[config.mk]
export PLATFORM = sky130hd
export DESIGN_NAME = mips_load_store_unit
export DESIGN_NICKNAME = d
export VERILOG_FILES = /design/src/rtl/mips_mem_pkg.sv /design/src/rtl/mips_lane_align.sv /design/src/rtl/mips_load_store_unit.sv
export SDC_FILE = /design/constraint.sdc
export NUM_CORES = 1
export LEC_CHECK = 0
export CORE_MARGIN = 8
export CORE_UTILIZATION = 49
export CTS_CLUSTER_DIAMETER = 50
export CTS_CLUSTER_SIZE = 12
export DETAILED_ROUTE_END_ITERATION = 6
export HOLD_SLACK_MARGIN = 0.03
export PLACE_DENSITY = 0.95
export RECOVER_POWER = 100
export SETUP_SLACK_MARGIN = 0.02
export SYNTH_ARGS = -nofsm -noshare
export SYNTH_HDL_FRONTEND = slang
export SYNTH_SLANG_ARGS = --single-unit
[constraint.sdc]
create_clock -name clk -period 5.36 [get_ports clk]
set_input_delay 1.072 -clock clk [delete_from_list [all_inputs] [get_ports clk]]
set_output_delay 1.072 -clock clk [all_outputs]
set_load 0.02 [all_outputs]
[src/rtl/mips_mem_pkg.sv]
// rtl/mips_mem_pkg.sv - shared size encodings, LSU state type and memory geometry
package mips_mem_pkg;

    localparam int ADDR_WORD_BITS_DEFAULT = 8;

    // Size encodings double as the memory store_control encoding.
    localparam logic [1:0] SIZE_WORD    = 2'b00;
    localparam logic [1:0] SIZE_HALF    = 2'b01;
    localparam logic [1:0] SIZE_BYTE    = 2'b10;
    localparam logic [1:0] SIZE_ILLEGAL = 2'b11;

    typedef enum logic [1:0] {
        ST_IDLE  = 2'b00,
        ST_READ  = 2'b01,
        ST_WRITE = 2'b10,
        ST_RESP  = 2'b11
    } lsu_state_t;

endpackage

[src/rtl/mips_lane_align.sv]
// rtl/mips_lane_align.sv - big-endian lane extract/extend and lane merge
module mips_lane_align
    import mips_mem_pkg::*;
(
    input  logic [31:0] word_in,
    input  logic [1:0]  offset,
    input  logic [1:0]  size,
    input  logic        is_unsigned,
    input  logic [31:0] wdata,
    output logic [31:0] load_data,
    output logic [31:0] merged_word
);

    logic [4:0]  byte_shift;
    logic [7:0]  byte_lane;
    logic [15:0] half_lane;

    // Offset 0 is the most significant byte, so the shift is (3 - offset) * 8.
    assign byte_shift = {~offset, 3'b000};
    assign byte_lane  = 8'(word_in >> byte_shift);
    assign half_lane  = offset[1] ? word_in[15:0] : word_in[31:16];

    always_comb begin
        load_data   = word_in;
        merged_word = wdata;
        case (size)
            SIZE_BYTE: begin
                load_data   = is_unsigned ? {24'b0, byte_lane}
                                          : {{24{byte_lane[7]}}, byte_lane};
                merged_word = (word_in & ~(32'h0000_00ff << byte_shift))
                            | (32'(wdata[7:0]) << byte_shift);
            end
            SIZE_HALF: begin
                load_data   = is_unsigned ? {16'b0, half_lane}
                                          : {{16{half_lane[15]}}, half_lane};
                merged_word = offset[1] ? {word_in[31:16], wdata[15:0]}
                                        : {wdata[15:0], word_in[15:0]};
            end
            default: begin
                load_data   = word_in;
                merged_word = wdata;
            end
        endcase
    end

endmodule

[src/rtl/mips_load_store_unit.sv]
// rtl/mips_load_store_unit.sv - load/store request sequencer driving the word-indexed data memory
module mips_load_store_unit
    import mips_mem_pkg::*;
#(
    parameter int ADDR_WORD_BITS = ADDR_WORD_BITS_DEFAULT
) (
    input  logic        clk,
    input  logic        reset,
    input  logic        req_valid,
    output logic        req_ready,
    input  logic        req_store,
    input  logic [1:0]  req_size,
    input  logic        req_unsigned,
    input  logic [31:0] req_addr,
    input  logic [31:0] req_wdata,
    output logic        resp_valid,
    input  logic        resp_ready,
    output logic [31:0] resp_data,
    output logic        resp_err,
    output logic [31:0] mem_address,
    output logic [31:0] mem_write_data,
    output logic [1:0]  mem_store_control,
    output logic        mem_read,
    output logic        mem_write,
    input  logic [31:0] mem_read_data
);

    lsu_state_t  state;
    logic        r_store;
    logic [1:0]  r_size;
    logic        r_unsigned;
    logic [1:0]  r_offset;
    logic [31:0] r_wdata;
    logic        req_err;
    logic [31:0] load_data;
    logic [31:0] merged_word;

    assign req_err = (req_size == SIZE_ILLEGAL)
                  || (req_size == SIZE_HALF && req_addr[0])
                  || (req_size == SIZE_WORD && req_addr[1:0] != 2'b00)
                  || (req_addr[31:ADDR_WORD_BITS+2] != '0);

    mips_lane_align u_lane_align (
        .word_in     (mem_read_data),
        .offset      (r_offset),
        .size        (r_size),
        .is_unsigned (r_unsigned),
        .wdata       (r_wdata),
        .load_data   (load_data),
        .merged_word (merged_word)
    );

    always_ff @(posedge clk) begin
        if (reset) begin
            state             <= ST_IDLE;
            req_ready         <= 1'b1;
            resp_valid        <= 1'b0;
            resp_data         <= '0;
            resp_err          <= 1'b0;
            mem_read          <= 1'b0;
            mem_write         <= 1'b0;
            mem_address       <= '0;
            mem_write_data    <= '0;
            mem_store_control <= SIZE_WORD;
            r_store           <= 1'b0;
            r_size            <= SIZE_WORD;
            r_unsigned        <= 1'b0;
            r_offset          <= 2'b00;
            r_wdata           <= '0;
        end else begin
            mem_store_control <= SIZE_WORD;
            case (state)
                ST_IDLE: begin
                    if (req_valid && req_ready) begin
                        req_ready  <= 1'b0;
                        r_store    <= req_store;
                        r_size     <= req_size;
                        r_unsigned <= req_unsigned;
                        r_offset   <= req_addr[1:0];
                        r_wdata    <= req_wdata;
                        if (req_err) begin
                            state      <= ST_RESP;
                            resp_valid <= 1'b1;
                            resp_err   <= 1'b1;
                            resp_data  <= '0;
                        end else begin
                            mem_address <= 32'(req_addr[ADDR_WORD_BITS+1:2]);
                            if (req_store && req_size == SIZE_WORD) begin
                                state          <= ST_WRITE;
                                mem_write      <= 1'b1;
                                mem_write_data <= req_wdata;
                            end else begin
                                state    <= ST_READ;
                                mem_read <= 1'b1;
                            end
                        end
                    end
                end
                ST_READ: begin
                    mem_read <= 1'b0;
                    if (r_store) begin
                        state          <= ST_WRITE;
                        mem_write      <= 1'b1;
                        mem_write_data <= merged_word;
                    end else begin
                        state      <= ST_RESP;
                        resp_valid <= 1'b1;
                        resp_err   <= 1'b0;
                        resp_data  <= load_data;
                    end
                end
                ST_WRITE: begin
                    state          <= ST_RESP;
                    mem_write      <= 1'b0;
                    mem_write_data <= '0;
                    resp_valid     <= 1'b1;
                    resp_err       <= 1'b0;
                    resp_data      <= '0;
                end
                ST_RESP: begin
                    // Accepting a new request here would skip the IDLE cycle.
                    if (resp_ready) begin
                        state      <= ST_IDLE;
                        resp_valid <= 1'b0;
                        resp_data  <= '0;
                        resp_err   <= 1'b0;
                        req_ready  <= 1'b1;
                    end
                end
                default: state <= ST_IDLE;
            endcase
        end
    end

endmodule
==> results of run 1 <==
-- layer usage --
metal,track usage (%),up-vias,wire length (um)
li1,-,3047,-
met1,32.9,3189,9470
met2,40.3,471,10500
met3,8.84,83,2670
met4,11.4,0,855
met5,0,-,0
-- state kept, by name, indices dropped and copies added (netlist names), 2 cells and up --
signal	count
mem_address	8
state	2
resp_data	32
r_offset	2
r_wdata	32
r_size	2
mem_write_data	32
-- final timing paths --
check	end	slack [ns]	depth (start not counted)
setup / recovery	mem_write_data[8]	1.33	6
hold / removal	r_wdata[20]	0.46	2
setup reg to reg	resp_data[24]	1.76	5
hold reg to reg	r_wdata[20]	0.46	2
-- stage by stage --
| stage | cell area, um2 | setup WS [ns] | hold slack [ns] |
|---|---|---|---|
| after floorplan | 6620 | 2.66 | 0.436 |
| after global placement | 8240 | 1.62 | 0.441 |
| after detailed placement | 8240 | 1.54 | 0.448 |
| after CTS | 8810 | 1.96 | 0.457 |
| after global routing | 8730 | 1.18 | 0.477 |
| final | 8730 | 1.33 | 0.456 |
-- layout make-up --
| type | count | area share (%) |
|---|---|---|
| multi-input combinational | 559 | 41.6 |
| sequential | 117 | 26.8 |
| timing repair buffer | 190 | 21.4 |
| clock buffer | 19 | 4.96 |
| tap | 176 | 2.52 |
| clock inverter | 13 | 1.55 |
| inverter | 26 | 1.12 |
-- power by group through the flow --
stage          Combinational, mW  Sequential (mW)  Clock [mW]
2_1_floorplan              0.984             1.31           0
3_3_place_gp                1.67             1.19           0
3_5_place_dp                1.70             1.20           0
4_1_cts                     1.71             1.19        1.10
5_1_grt                     1.80             1.21        1.14
6_report                    1.68             1.19        1.09
-- Yosys cell counts (all sizes together), types with 7 or more instances --
cell	instances	area share, %
dfxtp	117	36
nand2	101	5.8
a21oi	80	6.6
buf	48	5.0
clkbuf	42	2.4
nor2	32	1.9
nand3	29	2.6
a21o	26	3.0
mux2i	26	4.0
inv	25	1.4
mux2	24	4.1
o21ai	21	1.8
nor2b	20	1.9
a22o	18	2.4
a22oi	18	2.1
o221ai	14	1.9
o22ai	14	1.3
o2bb2ai	14	1.9
o211ai	10	1.1
a221oi	9	1.2
a222oi	7	1.1
ha	7	1.3
nand2b	7	0.67
-- critical path: cells and delay by family --
kind,cells,cell delay (ns)
buffers and inverters,1,0.55
AND/OR/NAND/NOR,3,2.04
AO/OA/AOI/OAI,2,0.69
-- cell families (layout without fill, tap and decap cells) --
group | count (synthesis) | in the layout | synth area share [%]
buffers and inverters | 116 | 248 | 8.95
other | 1 | 26 | 0.0574
AO/OA/AOI/OAI | 258 | 258 | 28.6
multiplexers | 51 | 51 | 8.47
AND/OR/NAND/NOR | 217 | 217 | 16.7
flip-flops | 117 | 117 | 35.9
adder cells (fa/ha/maj) | 7 | 7 | 1.34
==> impl_metrics.toml, run 1 <==
[outcome]
status = "complete, but fails checks"
violations = "design-rule violations, max-capacitance violations, max-slew violations"

[global_route]
antenna_found_initial = 0
grt_start_max_net_pins = 77
grt_pass1_vias = 6575
grt_pass1_wl_um = 36800
grt-ovfl-total = 0
track_usage_pct = 26.3

[layout]
n_fill_cell = 1075
layout.area.seq_mm2 = 0.00234
layout.cells.most_common = "dfxtp_1"
finalNetCount = 1022
area_growth_pct = 33.6
fin_util_pct = 66.4
antenna_cells = 0
final_cell_mix = "117 x dfxtp_1, 101 x nand2_1, 99 x clkdlybuf4s50_1, 80 x dlygate4sd3_1, 74 x a21oi_1"
layout-drive-gt1-share_pct = 9.20
multi_input_area_mm2 = 0.00363
final_cell_count_no_fill = 1100

[drt]
drt-initial-drc-count = 961
firstDrtPassIters = 7
ant_nets = 0
drc_errors = 3
wirelength_um = 23500
wl_per_cell_um = 21.4
vias = 6790
viasPerCell = 6.17

[sta]
hold_viol = 0
worstMarginPinSlew_ns = 1.88
tns_ns = 0
fin_crit_sh_pct = 75.3
relSlewSlack_pct = -25.7
fmax_mhz = 248
drv_slew = 113
fin_crit_ns = 4.03
skew_ns = 0.00649
setup_viol = 0
rsz0062_at_grt = "false"

[power_and_ir_drop]
power.internal_mw = 2.38
p_per_area_mw_per_mm2 = 454
seqPwrFrac_pct = 30.0
power.leakage_nw = 3.51
clkPwrFrac_pct = 27.6
p_total_mw = 3.96
switchingPower_mw = 1.58
p_comb_share_pct = 42.4
ir_worst_vdd_mv = 0.336
switching_share_pct = 39.8

[critical_path]
required_ns = 5.66
critical_path.startpoint = "req_addr[25]"
startpoint_type = "input pin"
path_class = "input pin to flop"
worstPathArrival_ns = 4.34
rr_startpoint = "state[1]"
end_kind = "flop"
cpMaxStageDelayCell = "nor4_2"
critPathMaxFanout = 15
path_cells = "dlygate4sd3_1, nor4_1, nand4_1, nor4_2, o21ai_4, o311a_1"
max_stage_delay_ns = 1.41

[placed_design]
placed_cells = 1068
place_congestion = 0.955
dpl.hpwl_um = 16600
placement.io_buffers = 180

[run]
cap_violations = 4

[floorplanning]
start_util_pct = 49.7
ios = 207
core_area_mm2 = 0.0131
die_h_um = 131
die_area_mm2 = 0.0173
rows = 42
die_x_um = 131

[clock_tree]
cts_sinks = 117
postCtsSetupRepairBufs = 0
hold_buffers = 0
clk_path_buf_depth = 2
clkLatencyLatePin_ns = 0.42
cts_root_buf = "clkbuf_16"
cts_tree = "built"
cts-resized-gates = 0
cts_made_buffers = 17
clk_pin_slew_ns = 0.06
htree_levels = 4

[synth]
async_flop_share_pct = 0
synth_flop_cell = "dfxtp_1"
yosysUniqueCellTypes = 63
synthCells = 767
syn_avg_cell_area_um2 = 8.51
synth_edf_count = 0
ys.warnings.count = 0
netlist_area_mm2 = 0.00653
ys_ff_latch = 117
ys_seq_area_share_pct = 35.9

[hold_path]
min_from = "r_wdata[20]"
hold_path_class = "flop to flop"
(Power assumes the default switching activity.)
==> run 2, diff against run 1 <==
--- a/config.mk
+++ b/config.mk
@@ -6,12 +6,12 @@
 export NUM_CORES = 1
 export LEC_CHECK = 0
 export CORE_MARGIN = 8
-export CORE_UTILIZATION = 49
+export CORE_UTILIZATION = 47
 export CTS_CLUSTER_DIAMETER = 50
 export CTS_CLUSTER_SIZE = 12
 export DETAILED_ROUTE_END_ITERATION = 6
 export HOLD_SLACK_MARGIN = 0.03
-export PLACE_DENSITY = 0.95
+export PLACE_DENSITY = 0.92
 export RECOVER_POWER = 100
 export SETUP_SLACK_MARGIN = 0.02
 export SYNTH_ARGS = -nofsm -noshare
==> constraint.sdc (replaced) <==
create_clock -name clk -period 3.9 [get_ports clk]
set_input_delay 0.78 -clock clk [delete_from_list [all_inputs] [get_ports clk]]
set_output_delay 0.78 -clock clk [all_outputs]
set_load 0.02 [all_outputs]
==> impl_metrics.toml, run 2 (synthesized netlist as in run 1, its figures left out) <==
[critical_path]
startpoint_type = "input pin"
critical_path.startpoint = "req_addr[11]"
worstPathArrival_ns = 3.45
required_ns = 4.22
end_kind = "flop"
endpoint = "mem_write_data[16]"
r2r_cells = 6
r2r_slack_ns = 1.06
r2r-end = "r_wdata[2]"
rr_startpoint = "state[0]"
critPathMaxFanout = 14
path_class = "input pin to flop"

[drt]
vias = 6783
ant_nets = 0
wl_per_cell_um = 20.9
drt-initial-drc-count = 904
firstDrtPassIters = 5
wirelength_um = 23200
drc_errors = 0
viasPerCell = 6.11

[hold_path]
min_path_cells = 2
hold_path_class = "flop to flop"
min_from = "r_wdata[24]"

[clock_tree]
cts_made_buffers = 17
postCtsSetupRepairBufs = 0
cts_root_buf = "clkbuf_16"
cts_sinks = 117
cts_tree = "built"
htree_levels = 4
clk_path_buf_depth = 2
hold_buffers = 0
clkLatencyLatePin_ns = 0.42
cts-resized-gates = 0
clk_pin_slew_ns = 0.05

[sta]
rsz0062_at_grt = "false"
worstMarginPinSlew_ns = 1.84
hold_viol = 0
relSlewSlack_pct = -22.4
fin_crit_sh_pct = 80.5
fmax_mhz = 319
fin_crit_ns = 3.14
skew_ns = 0.00913
tns_ns = 0
fin_ws_ns = 0.762
drv_slew = 39
setup_viol = 0

[layout]
layout-drive-gt1-share_pct = 10.1
final_cell_mix = "117 x dfxtp_1, 101 x nand2_1, 100 x clkdlybuf4s50_1, 79 x dlygate4sd3_1, 72 x a21oi_1"
layout.cells.most_common = "dfxtp_1"
n_fill_cell = 1078
top_regs = "mem_write_data x32, r_wdata x32, resp_data x32"
antenna_cells = 0
finalNetCount = 1028
area_growth_pct = 36.5

[global_route]
grt_start_max_net_pins = 66
grt_pass1_wl_um = 36000
grt-ovfl-total = 0
grt_pass1_vias = 6660
antenna_found_initial = 0
track_usage_pct = 25.1

[floorplanning]
rows = 43
core_area_mm2 = 0.0137
die_x_um = 134
start_util_pct = 47.6
ios = 207
die_area_mm2 = 0.0179
die_h_um = 134

[run]
cap_violations = 1

[placed_design]
pre_cts_ws_ns = 0.781
placement.io_buffers = 180
dpl.hpwl_um = 16300
place_congestion = 0.984

[power_and_ir_drop]
ir_worst_vdd_mv = 0.404
power.leakage_nw = 3.61
p_per_area_mw_per_mm2 = 645

[outcome]
status = "complete, but fails checks"
violations = "max-capacitance violations, max-slew violations"
## run 2: changes by cell type in the layout (fill, tap and decap cells not counted), moves of 2 or more
cell and change:
a21oi_1 -2, a21oi_2 +2, buf_4 +5, bufinv_16 +4
clkbuf_1 +2, clkbuf_2 +2, clkbuf_8 +2, clkinv_2 -2
clkinv_4 -2, clkinvlp_4 -4
## run 2: worst min-delay path by stage
| stage | endpoint | slack (ns) |
|---|---|---|
| 3_5_place_dp | resp_data[9] | 0.45 |
| 3_3_place_gp | r_wdata[21] | 0.44 |
| 2_1_floorplan | r_wdata[20] | 0.44 |
| 5_1_grt | r_wdata[31] | 0.47 |
| 4_1_cts | r_wdata[17] | 0.46 |
| 6_report | r_wdata[24] | 0.46 |
## run 2: worst max-delay path, stage by stage
cell,delay [ns]
dlygate4sd3_1,0.53
nor4_1,0.42
nand4_2,0.23
nor4_1,0.77
buf_4,0.35
o221ai_1,0.19
a21oi_1,0.18
## run 2: routing by layer
| metal | share of wire, % | vias to the layer above | GRT usage (%) |
|---|---|---|---|
| met2 | 46 | 462 | 39.1 |
| met1 | 37 | 3187 | 31.2 |
| met4 | 3.0 | 0 | 10.4 |
| li1 | - | 3068 | - |
| met5 | 0 | - | 0 |
| met3 | 14 | 66 | 8.30 |
## run 2: per-stage QoR
step | total power, mW | hold slack [ns] | cell area [um2] | utilization (%) | std cells
2_1_floorplan | 3.15 | 0.436 | 6620 | - | 792
3_3_place_gp | 3.95 | 0.443 | 8290 | 60.4 | 1078
3_5_place_dp | 3.99 | 0.448 | 8290 | 60.4 | 1078
4_1_cts | 5.78 | 0.459 | 8950 | 65.3 | 1110
5_1_grt | 5.99 | 0.470 | 8920 | 65.0 | 1110
6_report | 5.75 | 0.455 | 8920 | 65.0 | 1110
## run 2: layout make-up
class                      instances  area [um2]  share of cell area, %
tap                              180         225                   2.53
inverter                          26        97.6                   1.09
multi-input combinational        559        3680                   41.3
clock inverter                     9         198                   2.22
timing repair buffer             196        1910                   21.4
clock buffer                      23         468                   5.25
sequential                       117        2340                   26.3
## run 2: where the power goes
group / internal, mW / leakage (nW) / switching, mW
logic: 0.930 / 2.34 / 1.41
registers: 1.44 / 0.951 / 0.187
clock network: 1.23 / 0.321 / 0.543
total: 3.60 / 3.61 / 2.14
